[src/rtl/bin2bcd_ctrl.sv]
// bin2bcd_ctrl: sequential double-dabble binary-to-BCD converter.
// One shift-add-3 iteration per clock, valid/ready handshakes on both sides,
// one conversion in flight at a time.
// Optional macro BIN2BCD_CTRL_CNT_EN adds the 16-bit conv_cnt output that
// counts completed output handshakes.
module bin2bcd_ctrl #(
    parameter int unsigned BIN_W  = 8,
    parameter int unsigned DIGITS = 3
) (
    input  logic                  clk,
    input  logic                  rst_n,
    input  logic                  in_valid,
    output logic                  in_ready,
    input  logic [BIN_W-1:0]      bin_in,
    output logic                  out_valid,
    input  logic                  out_ready,
    output logic [4*DIGITS-1:0]   bcd_out,
`ifdef BIN2BCD_CTRL_CNT_EN
    output logic [15:0]           conv_cnt,
`endif
    output logic                  busy
);

    localparam int unsigned BCD_W = 4 * DIGITS;
    localparam int unsigned SH_W  = BCD_W + BIN_W;
    localparam int unsigned CNT_W = $clog2(BIN_W + 1);

    typedef enum logic [1:0] {
        S_IDLE  = 2'd0,
        S_SHIFT = 2'd1,
        S_DONE  = 2'd2
    } state_t;

    state_t             r_state;
    state_t             w_state_nxt;
    logic [SH_W-1:0]    r_sh;
    logic [SH_W-1:0]    w_sh_nxt;
    logic [CNT_W-1:0]   r_cnt;
    logic [CNT_W-1:0]   w_cnt_nxt;
    logic [BCD_W-1:0]   r_bcd;
    logic [BCD_W-1:0]   w_bcd_nxt;
    logic               r_in_ready;
    logic               r_out_valid;
    logic               r_busy;
    logic [BCD_W-1:0]   w_adj;
    logic [SH_W-1:0]    w_shifted;

    // Add-3 correction on every pre-shift digit that is 5 or more, then shift.
    always_comb begin
        w_adj = r_sh[SH_W-1 -: BCD_W];
        for (int d = 0; d < int'(DIGITS); d++) begin
            if (w_adj[4*d +: 4] >= 4'd5) begin
                w_adj[4*d +: 4] = w_adj[4*d +: 4] + 4'd3;
            end
        end
        w_shifted = {w_adj, r_sh[BIN_W-1:0]} << 1;
    end

    // Next-state and datapath update.
    always_comb begin
        w_state_nxt = r_state;
        w_sh_nxt    = r_sh;
        w_cnt_nxt   = r_cnt;
        w_bcd_nxt   = r_bcd;
        case (r_state)
            S_IDLE: begin
                if (in_valid) begin
                    w_sh_nxt    = {BCD_W'(0), bin_in};
                    w_cnt_nxt   = CNT_W'(0);
                    w_state_nxt = S_SHIFT;
                end
            end
            S_SHIFT: begin
                w_sh_nxt  = w_shifted;
                w_cnt_nxt = r_cnt + CNT_W'(1);
                if (r_cnt == CNT_W'(BIN_W - 1)) begin
                    w_bcd_nxt   = w_shifted[SH_W-1 -: BCD_W];
                    w_state_nxt = S_DONE;
                end
            end
            S_DONE: begin
                if (out_ready) begin
                    w_state_nxt = S_IDLE;
                end
            end
            default: begin
                w_state_nxt = S_IDLE;
            end
        endcase
    end

    // State, datapath and registered status outputs.
    always_ff @(posedge clk) begin
        if (!rst_n) begin
            r_state     <= S_IDLE;
            r_sh        <= '0;
            r_cnt       <= '0;
            r_bcd       <= '0;
            r_in_ready  <= 1'b1;
            r_out_valid <= 1'b0;
            r_busy      <= 1'b0;
        end else begin
            r_state     <= w_state_nxt;
            r_sh        <= w_sh_nxt;
            r_cnt       <= w_cnt_nxt;
            r_bcd       <= w_bcd_nxt;
            r_in_ready  <= (w_state_nxt == S_IDLE);
            r_out_valid <= (w_state_nxt == S_DONE);
            r_busy      <= (w_state_nxt == S_SHIFT);
        end
    end

    assign in_ready  = r_in_ready;
    assign out_valid = r_out_valid;
    assign busy      = r_busy;
    assign bcd_out   = r_bcd;

`ifdef BIN2BCD_CTRL_CNT_EN
    logic [15:0] r_conv_cnt;

    // Count completed output handshakes; wraps naturally at 16 bits.
    always_ff @(posedge clk) begin
        if (!rst_n) begin
            r_conv_cnt <= '0;
        end else if (r_state == S_DONE && out_ready) begin
            r_conv_cnt <= r_conv_cnt + 16'd1;
        end
    end

    assign conv_cnt = r_conv_cnt;
`endif

endmodule

[config.mk]
export PLATFORM = sky130hd
export DESIGN_NAME = bin2bcd_ctrl
export DESIGN_NICKNAME = d
export VERILOG_FILES = /design/src/rtl/bin2bcd_ctrl.sv
export SDC_FILE = /design/constraint.sdc
export NUM_CORES = 1
export LEC_CHECK = 0
export BUFFER_PORTS_ARGS = -buffer_cell sky130_fd_sc_hd__buf_2
export CAP_MARGIN = 25
export CORE_MARGIN = 8
export CORE_UTILIZATION = 45
export CTS_BUF_LIST = sky130_fd_sc_hd__clkbuf_8
export DETAILED_ROUTE_END_ITERATION = 12
export GPL_TIMING_DRIVEN = 1
export PLACE_DENSITY = 0.65
export SLEW_MARGIN = 20
export SYNTH_ARGS = -nofsm -noshare
export SYNTH_HDL_FRONTEND = slang
export SYNTH_SLANG_ARGS = --single-unit
[constraint.sdc]
create_clock -name clk -period 1.8 [get_ports clk]
set_input_delay 0.18 -clock clk [delete_from_list [all_inputs] [get_ports clk]]
set_output_delay 0.18 -clock clk [all_outputs]
set_load 0.03 [all_outputs]
# Word level (Yosys, flattened, before mapping)
# Index checks and enable logic that the tools add are counted.
dict set report totals {
  reg_bits 41
  latch_bits 0
  ram_bits 0
  rom_bits 0
  in_bits 12
  wordCells 36
  memories 0
}
dict set report op_classes {
  add_sub_neg 4
  n_mul 0
  n_div 0
  order_cmp 3
  n_eq_ne 6
  n_shift 0
  mux 11
  n_bitwise 0
  n_reduce_logical 5
}
# cell count
set ops {}
lappend ops {{$pmux W20 S2} 1}
lappend ops {{$mux W20} 1}
lappend ops {{$ge A4 B3 Y1 const B} 3}
lappend ops {{$mux W4} 3}
lappend ops {{$add A4 B2 Y4 const B} 2}
lappend ops {{$pmux W4 S2} 1}
lappend ops {{$mux W2} 3}
lappend ops {{$pmux W2 S3} 1}
lappend ops {{$add A4 B1 Y4 const B} 1}
lappend ops {{$eq A2 B1 Y1 const B} 2}
lappend ops {{$eq A2 B2 Y1 const B} 2}
lappend ops {{$eq A4 B3 Y1 const B} 1}
lappend ops {{$logic_not A2 Y1} 2}
lappend ops {{$reduce_and A2 Y1} 2}
lappend ops {{$add A3 B2 Y3 const B} 1}
lappend ops {{$mux W3} 1}
lappend ops {{$ne A2 B2 Y1 const B} 1}
lappend ops {{$reduce_bool A2 Y1} 1}

# Longest topological paths before layout
# Gate-level depths: netlist of the first run.
dict set report depth {
  depth_word 4
  mapped_depth 6
  depth_no_buf 6
}

# Worst setup path after synthesis of the first run
# Ideal clock, no wire load.
dict set report synth_path {
  path_type {reg2reg}
  startpoint {reg r_sh[8]}
  endpoint {reg r_sh[10]}
  setup_time_ns 0.074
  arrival_ns 1.386
  t_required_ns 1.726
  path_slack_ns 0.339
  stages_incl_launch_ff 7
  n_path_buf 0
  period_less_slack_ns 1.461
  cell_sequence {dfxtp_1 -> inv_1 -> ha_1 -> nand2b_1 -> a21oi_1 -> mux2_2 -> o21ai_0}
}
dict set report synth_via {
  elab_chain_cells 3
  elab_cells_between_ends 4
  classes_between {add/sub: 1; order compare: 1; mux: 2}
}
# item line
set synth_lines {}
lappend synth_lines {{from (decl)} 36} ;# logic [SH_W-1:0] r_sh;
lappend synth_lines {{from (signal assigned)} 104} ;# r_sh <= w_sh_nxt;
lappend synth_lines {{$add A4 B2 Y4 / $ge A4 B3 Y1 (equally long branches)} {53, 52}}
lappend synth_lines {{$mux W4 (*)} 52} ;# if (w_adj[4*d +: 4] >= 4'd5) begin
lappend synth_lines {{$pmux W20 S2 (*)} 65} ;# case (r_state)
# Mark *: on every way between the ends. The rest lies on a longest branch, timed or not.
# A chain may end at the register's enable or synchronous reset.

# Final worst setup path of the first run
dict set report layout_path {
  startpoint {reg r_sh[12]}
  endpoint {reg r_sh[14]}
}
# Same word-level chain as after synthesis.

==> key figures, run 1 <==
Floorplan
  • Die H: 81.10 um
  • Number of placed I/O pins: 27
  • Initial core utilization: 47.33%
  • Cell row count: 23
  • Core Area: 0.004029 mm2
  • Floorplan die area: 0.006576 mm2
  • Width of the chip: 81.10 um

Pwr
  • Sequential share of power: 48.0%
  • Psw: 0.0004182 W
  • Power Internal: 0.001545 W
  • Power share of the combinational group: 7.4%
  • Maximum resistive drop on vdd: 0.3528 mV
  • Sw Share: 21.31%
  • Fraction of power consumed by the clock network: 44.5%
  • Power per cell area: 891.4 mW/mm2
  • Cell leakage power: 0.9004 nW

Logic synthesis
  • Post-synthesis share of cell area spent on and, or, nand and nor gates: 19.69%
  • Number of instances in the synthesized netlist: 206
  • Ys Warns: 0
  • Number of flip-flops and latches in the synthesized netlist: 41
  • Proportion of synthesized area in mux cells: 2.297%
  • Post-synthesis cell type count: 38
  • Fraction of the yosys area taken by sequential cells: 43.04%
  • Top cells by area in the synthesized netlist: dfxtp_1, a21oi_1, o21ai_0
  • Xor and xnor area share after synthesis: 1.378%
  • Nets in the synthesized netlist: 225
  • Cell type with the highest aggregate area in the netlist: dfxtp_1
  • Synthesized-area fraction occupied by adder cells: 4.593%
  • Area fraction of the dominant cell type after synthesis: 43.04%
  • Compound-gate portion of the synthesized area: 23.03%
  • Combined area of all synthesized cells: 0.001907 mm2
  • Mean instance size in the synthesized netlist: 9.256 um2
  • Dominant combinational cell family by area after synthesis: compound AO/OA/AOI/OAI gates

Clocking
  • Number of clock buffers inserted by TritonCTS: 5
  • Deepest clock path buffer count: 2
  • CTS Sinks: 41
  • Clock root buffer: clkbuf_8
  • Number of gates resized after cts: 0
  • H-Tree Depth: 2
  • Number of buffers inserted for hold repair after clock tree synthesis: 0
  • Clock tree from TritonCTS: done
  • Clock-pin slew reported for the worst setup and hold paths after clock tree synthesis: 0.08 ns
  • Clock Latency Late Sink: 0.29 ns
  • Post-CTS setup buffer count: 0

Cells and area
  • Fraction of layout cells with a size suffix above 1: 25.21%
  • Area growth from synthesis to layout: 15.49%
  • Antenna diode count: 0
  • Final layout net count: 252

Flow run
  • Max-Cap Viols: 0

Route
  • Wire length per cell: 14.40 um
  • Detailed-route via count: 1,516
  • First-iteration detailed-routing DRC count: 92
  • Remaining DRCs: 0
  • WL final: 4090 um
  • Per-cell via count in the routed design: 5.338
  • Number of nets still failing antenna checks after routing: 0
  • First drt pass iteration count: 4

Critical path
  • Dominant delay contributor by cell family on the critical path: compound AO/OA/AOI/OAI gates
  • WP depth: 6
  • FF-to-FF Start: r_sh[12]
  • Signal arrival time at the worst endpoint: 1.86 ns
  • Crit Path Category: reg2reg
  • Worst Setup Start Kind: flop
  • Crit-path max cell delay: 0.38 ns
  • Data required time at the worst endpoint: 2.03 ns
  • Type of destination of the critical path: flop
  • Maximum fanout along the worst path: 5
  • Crit-path slowest cell: mux2_2
  • Cells along the critical path: inv_1 -> ha_1 -> nand2b_1 -> a21oi_1 -> mux2_2 -> o21ai_0
  • Buffers & Inverters on Critical Path: 1
  • Worst setup startpoint: r_sh[12]
  • Worst reg-to-reg path cell count: 6

Timing
  • Measured slew at the worst slew-check pin: 0.3424 ns
  • Count of endpoints failing hold in the final timing report: 0
  • Remaining max-slew budget at the tightest pin: 77.17%
  • Number of endpoints failing setup at the final stage: 0
  • Maximum frequency from static timing analysis: 612.3 MHz
  • Total negative slack for setup checks: 0 ns
  • Unrepaired setup endpoints after global routing: no
  • Slew Limit Fails: 0
  • Final WS setup: 0.1669 ns
  • Final period demand of the worst path: 1.633 ns
  • Crit share post-route: 90.73%
  • Post-route clock skew: 0.006679 ns

Worst hold path
  • Path category of the worst min-delay check: in2reg
  • Min-delay src: out_ready
  • Number of cells traversed by the worst hold path: 3

Global route
  • Vias in the first global route: 1,486
  • Global route overflow: 0
  • Global-route total usage across every layer: 13.38%
  • Largest net degree at the start of global routing: 22
  • Global-route wire length before repair: 6969 um
  • Antenna violations before repair: 0

Run status
  • Result of the run: finished, final reports clean

Placement
  • Placement-stage worst setup slack: 0.1767 ns
  • RD Place Congestion: 0.7834
  • Half-perimeter wire length after placement: 2760 um
  • Quantity of I/O buffers inserted on ports: 26
final timing paths:
path	to	slack, ns
min	in_ready	0.17
min reg2reg	bcd_out[10]	0.48
max reg2reg	r_sh[14]	0.17
max	r_sh[14]	0.17
flip-flops by register name (all words and copies together), names as in the netlist:
name       flops
r_sh          20
bcd_out       12
r_cnt          4
r_state        2
busy           1
in_ready       1
out_valid      1
metrics by stage:
| stage | total power [W] | hold WS [ns] | cells | utilization [%] | area (um2) |
|---|---|---|---|---|---|
| 2_1_floorplan | 0.001067 | 0.3681 | 206 | - | 1907 |
| 3_3_place_gp | 0.001110 | 0.4646 | 276 | 51.34 | 2068 |
| 3_5_place_dp | 0.001111 | 0.4607 | 276 | 51.34 | 2068 |
| 4_1_cts | 0.001993 | 0.1600 | 284 | 54.66 | 2202 |
| 5_1_grt | 0.002048 | 0.1905 | 284 | 54.66 | 2202 |
| 6_report | 0.001963 | 0.1655 | 284 | 54.66 | 2202 |
cells in the final DEF (no fill, tap or decap), types with 6 or more instances in the layout:
cell     instances
nor3b_1          6
o21ai_0         18
ha_1             7
buf_4            8
nor2b_1         12
nor2_1          10
inv_1            6
dfxtp_1         41
a21oi_1         19
nand3_1         13
o221a_2          7
buf_2           26
nand2_1         12
metal layers:
| layer | vias up | GRT usage (%) | share of wire [%] |
|---|---|---|---|
| met3 | 8 | 4.305 | 5.3 |
| met2 | 25 | 21.01 | 45 |
| met5 | - | 0 | 0 |
| li1 | 787 | - | - |
| met1 | 696 | 16.78 | 48 |
| met4 | 0 | 4.821 | 1.4 |
Yosys cell counts:
library cell / n
and3_1: 2
nor2_1: 10
nor2b_1: 12
inv_1: 6
mux2i_1: 1
and2_1: 1
o21ai_0: 18
and4b_4: 1
nand3_1: 13
buf_8: 1
nand2b_1: 3
xnor2_1: 3
buf_1: 1
nor3_1: 4
nand2_4: 1
buf_2: 4
nand4b_1: 1
o211ai_1: 1
a21oi_1: 19
nand2_1: 12
a21boi_0: 3
a32oi_1: 1
ha_1: 7
or2b_1: 1
o211a_1: 3
o21a_1: 2
nor3b_1: 6
mux2_2: 3
o21bai_1: 1
o221a_2: 7
dfxtp_1: 41
buf_6: 2
o22ai_1: 1
clkbuf_1: 4
and3b_1: 1
a22oi_1: 2
buf_4: 2
o22ai_2: 5
cell type report:
type	count	area [um2]
well taps	50	62.56
clock inverters	3	65.06
inverters	6	22.52
flip-flops and latches	41	820.8
fillers	392	1827
repair buffers	34	190.2
multi-input cells	145	972.2
clock buffers	5	68.82
power groups by stage:
stage | sequential [W] | clock [W] | combinational, W
final | 0.000943 | 0.000874 | 0.000146
after global routing | 0.000946 | 0.000937 | 0.000165
after CTS | 0.000943 | 0.000903 | 0.000147
after detailed placement | 0.000964 | 0 | 0.000146
after global placement | 0.000964 | 0 | 0.000146
after floorplan | 0.000968 | 0 | 0.0000992
worst reg2reg max path, delay by kind of cell, from the launching register on:
family                     cells  cell delay, ns
AOI/OAI and AO/OA              2            0.41
muxes                          1            0.38
DFF                            1            0.34
adders and majority gates      1            0.24
buffers and inverters          1            0.10
and+or+nand+nor                1            0.09
kinds of logic after synthesis:
logic type	after synthesis
DFF	41
buffers and inverters	20
and+or+nand+nor	68
muxes	4
AOI/OAI and AO/OA	63
xor gates and xnor gates	3
adders and majority gates	7
Note: power is estimated with default switching activity, not from simulation.
==> run 2, diff against run 1 <==
--- a/config.mk
+++ b/config.mk
@@ -8,11 +8,11 @@
 export BUFFER_PORTS_ARGS = -buffer_cell sky130_fd_sc_hd__buf_2
 export CAP_MARGIN = 25
 export CORE_MARGIN = 8
-export CORE_UTILIZATION = 45
+export CORE_UTILIZATION = 24
 export CTS_BUF_LIST = sky130_fd_sc_hd__clkbuf_8
 export DETAILED_ROUTE_END_ITERATION = 12
 export GPL_TIMING_DRIVEN = 1
-export PLACE_DENSITY = 0.65
+export PLACE_DENSITY_LB_ADDON = 0.3
 export SLEW_MARGIN = 20
 export SYNTH_ARGS = -nofsm -noshare
 export SYNTH_HDL_FRONTEND = slang
==> run 2 against run 1 <==
Effect of this change: sequential share of layout area shrank 0.85 points; power shrank 5.1%; worst setup slack gained 0.026 ns; utilization shrank 25 points; sequential cell count is the same; first-iteration DRC count shrank 63%; clock skew shrank 0.0014 ns; design area grew 2.3%; global-route usage shrank 5.7 points; critical path type unchanged; largest cell class unchanged.
==> key figures, run 2 (synthesis gave the netlist of run 1 again) <==
Cells and area
  • Number of flip-flops under the largest register name: 20 (unchanged)
  • Fraction of layout cells with a size suffix above 1: 25.21% (unchanged)
  • Post-route standard cell area excluding fillers: 0.002253 mm2 (+2.3%)
  • Highest-count cells in the layout ignoring fill and taps: dfxtp_1, buf_2, a21oi_1
  • Register name with the most flops: r_sh
  • Area growth from synthesis to layout: 18.18%
  • Most common cell after layout, fill and taps aside: dfxtp_1
  • Final layout net count: 252 (unchanged)
  • Antenna diode count: 0 (unchanged)

Placement
  • RD Place Congestion: 0.7339 (-6.3%)
  • Placed Instance Area: 0.002133 mm2 (+3.1%)
  • Quantity of I/O buffers inserted on ports: 26 (unchanged)
  • Half-perimeter wire length after placement: 2893 um (+4.8%)

Pwr
  • Power share of the combinational group: 7.8% (+0.4 points)
  • Power Internal: 0.001443 W (-6.6%)
  • Sw Share: 22.57% (+1.3 points)
  • Power per cell area: 827.1 mW/mm2 (-7.2%)
  • Psw: 0.0004207 W (+0.59%)
  • Maximum resistive drop on vdd: 0.3247 mV (-8.0%)
  • Cell leakage power: 0.8901 nW (-1.1%)
  • Sequential share of power: 50.6% (+2.6 points)
  • Fraction of power consumed by the clock network: 41.6% (-2.9 points)

Clocking
  • H-Tree Depth: 2 (unchanged)
  • Clock Latency Late Sink: 0.29 ns (about the same)
  • Clock tree from TritonCTS: done
  • Clock root buffer: clkbuf_8
  • Number of buffers inserted for hold repair after clock tree synthesis: 0 (unchanged)
  • Deepest clock path buffer count: 2 (unchanged)
  • CTS Sinks: 41 (unchanged)
  • Number of clock buffers inserted by TritonCTS: 5 (unchanged)
  • Clock-pin slew reported for the worst setup and hold paths after clock tree synthesis: 0.08 ns (about the same)
  • Number of gates resized after cts: 0 (unchanged)
  • Post-CTS setup buffer count: 0 (unchanged)

Floorplan
  • Number of placed I/O pins: 27 (unchanged)
  • Floorplan die area: 0.01105 mm2 (+68%)
  • Die H: 105.1 um (+30%)
  • Initial core utilization: 24.68% (-23 points)
  • Cell row count: 32 (+39%)
  • Core Area: 0.007727 mm2 (+92%)
  • Width of the chip: 105.1 um (+30%)

Route
  • Detailed-route via count: 1,518 (+0.13%)
  • WL final: 4213 um (+3.0%)
  • Number of nets still failing antenna checks after routing: 0 (unchanged)
  • Wire length per cell: 12.54 um (-13%)
  • Per-cell via count in the routed design: 4.518 (-15%)
  • Remaining DRCs: 0 (unchanged)
  • First-iteration detailed-routing DRC count: 34 (-63%)
  • First drt pass iteration count: 4 (unchanged)

Critical path
  • Crit-path max cell delay: 0.38 ns (about the same)
  • Signal arrival time at the worst endpoint: 1.83 ns (-0.03 ns)
  • Maximum fanout along the worst path: 5 (unchanged)
  • Type of destination of the critical path: flop
  • Crit Path Category: reg2reg
  • Crit-path slowest cell: mux2_2
  • Dominant delay contributor by cell family on the critical path: compound AO/OA/AOI/OAI gates
  • WP depth: 6 (unchanged)
  • Worst Setup Start Kind: flop
  • Buffers & Inverters on Critical Path: 1 (unchanged)
  • Cells along the critical path: inv_1 -> ha_1 -> nand2b_1 -> a21oi_1 -> mux2_2 -> o21ai_0
  • Data required time at the worst endpoint: 2.02 ns (about the same)
  • Worst reg-to-reg path cell count: 6 (unchanged)

Timing
  • Maximum frequency from static timing analysis: 622.0 MHz (+1.6%)
  • Number of endpoints failing setup at the final stage: 0 (unchanged)
  • Measured slew at the worst slew-check pin: 0.3665 ns (+0.02408 ns)
  • Crit share post-route: 89.31% (-1.4 points)
  • Final period demand of the worst path: 1.608 ns (-0.02551 ns)
  • Post-route clock skew: 0.005243 ns (-0.001436 ns)
  • Total negative slack for setup checks: 0 ns (unchanged)
  • Remaining max-slew budget at the tightest pin: 75.48% (-1.7 points)
  • Slew Limit Fails: 0 (unchanged)
  • Unrepaired setup endpoints after global routing: no
  • Count of endpoints failing hold in the final timing report: 0 (unchanged)

Run status
  • Result of the run: finished, final reports clean

Worst hold path
  • Path category of the worst min-delay check: in2reg
  • Number of cells traversed by the worst hold path: 3 (unchanged)

Global route
  • Global route overflow: 0 (unchanged)
  • Antenna violations before repair: 0 (unchanged)
  • Largest net degree at the start of global routing: 22 (unchanged)
  • Global-route total usage across every layer: 7.641% (-5.7 points)
  • Vias in the first global route: 1,436 (-3.4%)
  • Global-route wire length before repair: 7065 um (+1.4%)

Flow run
  • Max-Cap Viols: 0 (unchanged)
run 2: final cells by class:
class,instances,area [um2]
fill,828,5474
multi-input combinational,145,972.2
inverter,6,22.52
sequential,41,820.8
tap,102,127.6
clock buffer,6,82.58
timing repair buffer,34,190.2
clock inverter,2,37.54
run 2: final timing paths:
kind	start	to	slack, ns
worst max-delay path	r_sh[12]	r_sh[14]	0.19
worst min-delay path	out_ready	in_ready	0.18
worst max register to register	r_sh[12]	r_sh[14]	0.19
worst min register to register	bcd_out[10]	bcd_out[10]	0.47
run 2: power by group through the flow:
stage	Clock (W)	Sequential, W	Combinational [W]
global placement	0	0.000965	0.000146
floorplan	0	0.000968	0.0000992
CTS	0.000807	0.000944	0.000147
detailed placement	0	0.000965	0.000146
finish	0.000776	0.000943	0.000145
global route	0.000842	0.000946	0.000162
run 2: per-stage QoR:
| step | util, % | cells | hold WS (ns) | power [W] | setup slack (ns) |
|---|---|---|---|---|---|
| 3_3_place_gp | 27.61 | 328 | 0.4605 | 0.001111 | 0.2644 |
| 5_1_grt | 29.16 | 336 | 0.2096 | 0.001950 | 0.02927 |
| 2_1_floorplan | - | 206 | 0.3681 | 0.001067 | 0.3394 |
| 3_5_place_dp | 27.61 | 328 | 0.4646 | 0.001111 | 0.2069 |
| 4_1_cts | 29.16 | 336 | 0.1810 | 0.001898 | 0.1843 |
| 6_report | 29.16 | 336 | 0.1769 | 0.001864 | 0.1924 |
run 2: metal layers:
| layer | global-route usage, % | up-vias | part of all wire [%] |
|---|---|---|---|
| li1 | - | 793 | - |
| met5 | 0 | - | 0 |
| met1 | 10.18 | 697 | 53 |
| met3 | 3.317 | 4 | 5.3 |
| met4 | 2.141 | 0 | 0.74 |
| met2 | 10.86 | 24 | 41 |
run 2: worst register-to-register path, cell delays in order (launching register included):
cell	delay (ns)
dfxtp_1	0.34
inv_1	0.10
ha_1	0.25
nand2b_1	0.10
a21oi_1	0.24
mux2_2	0.38
o21ai_0	0.14
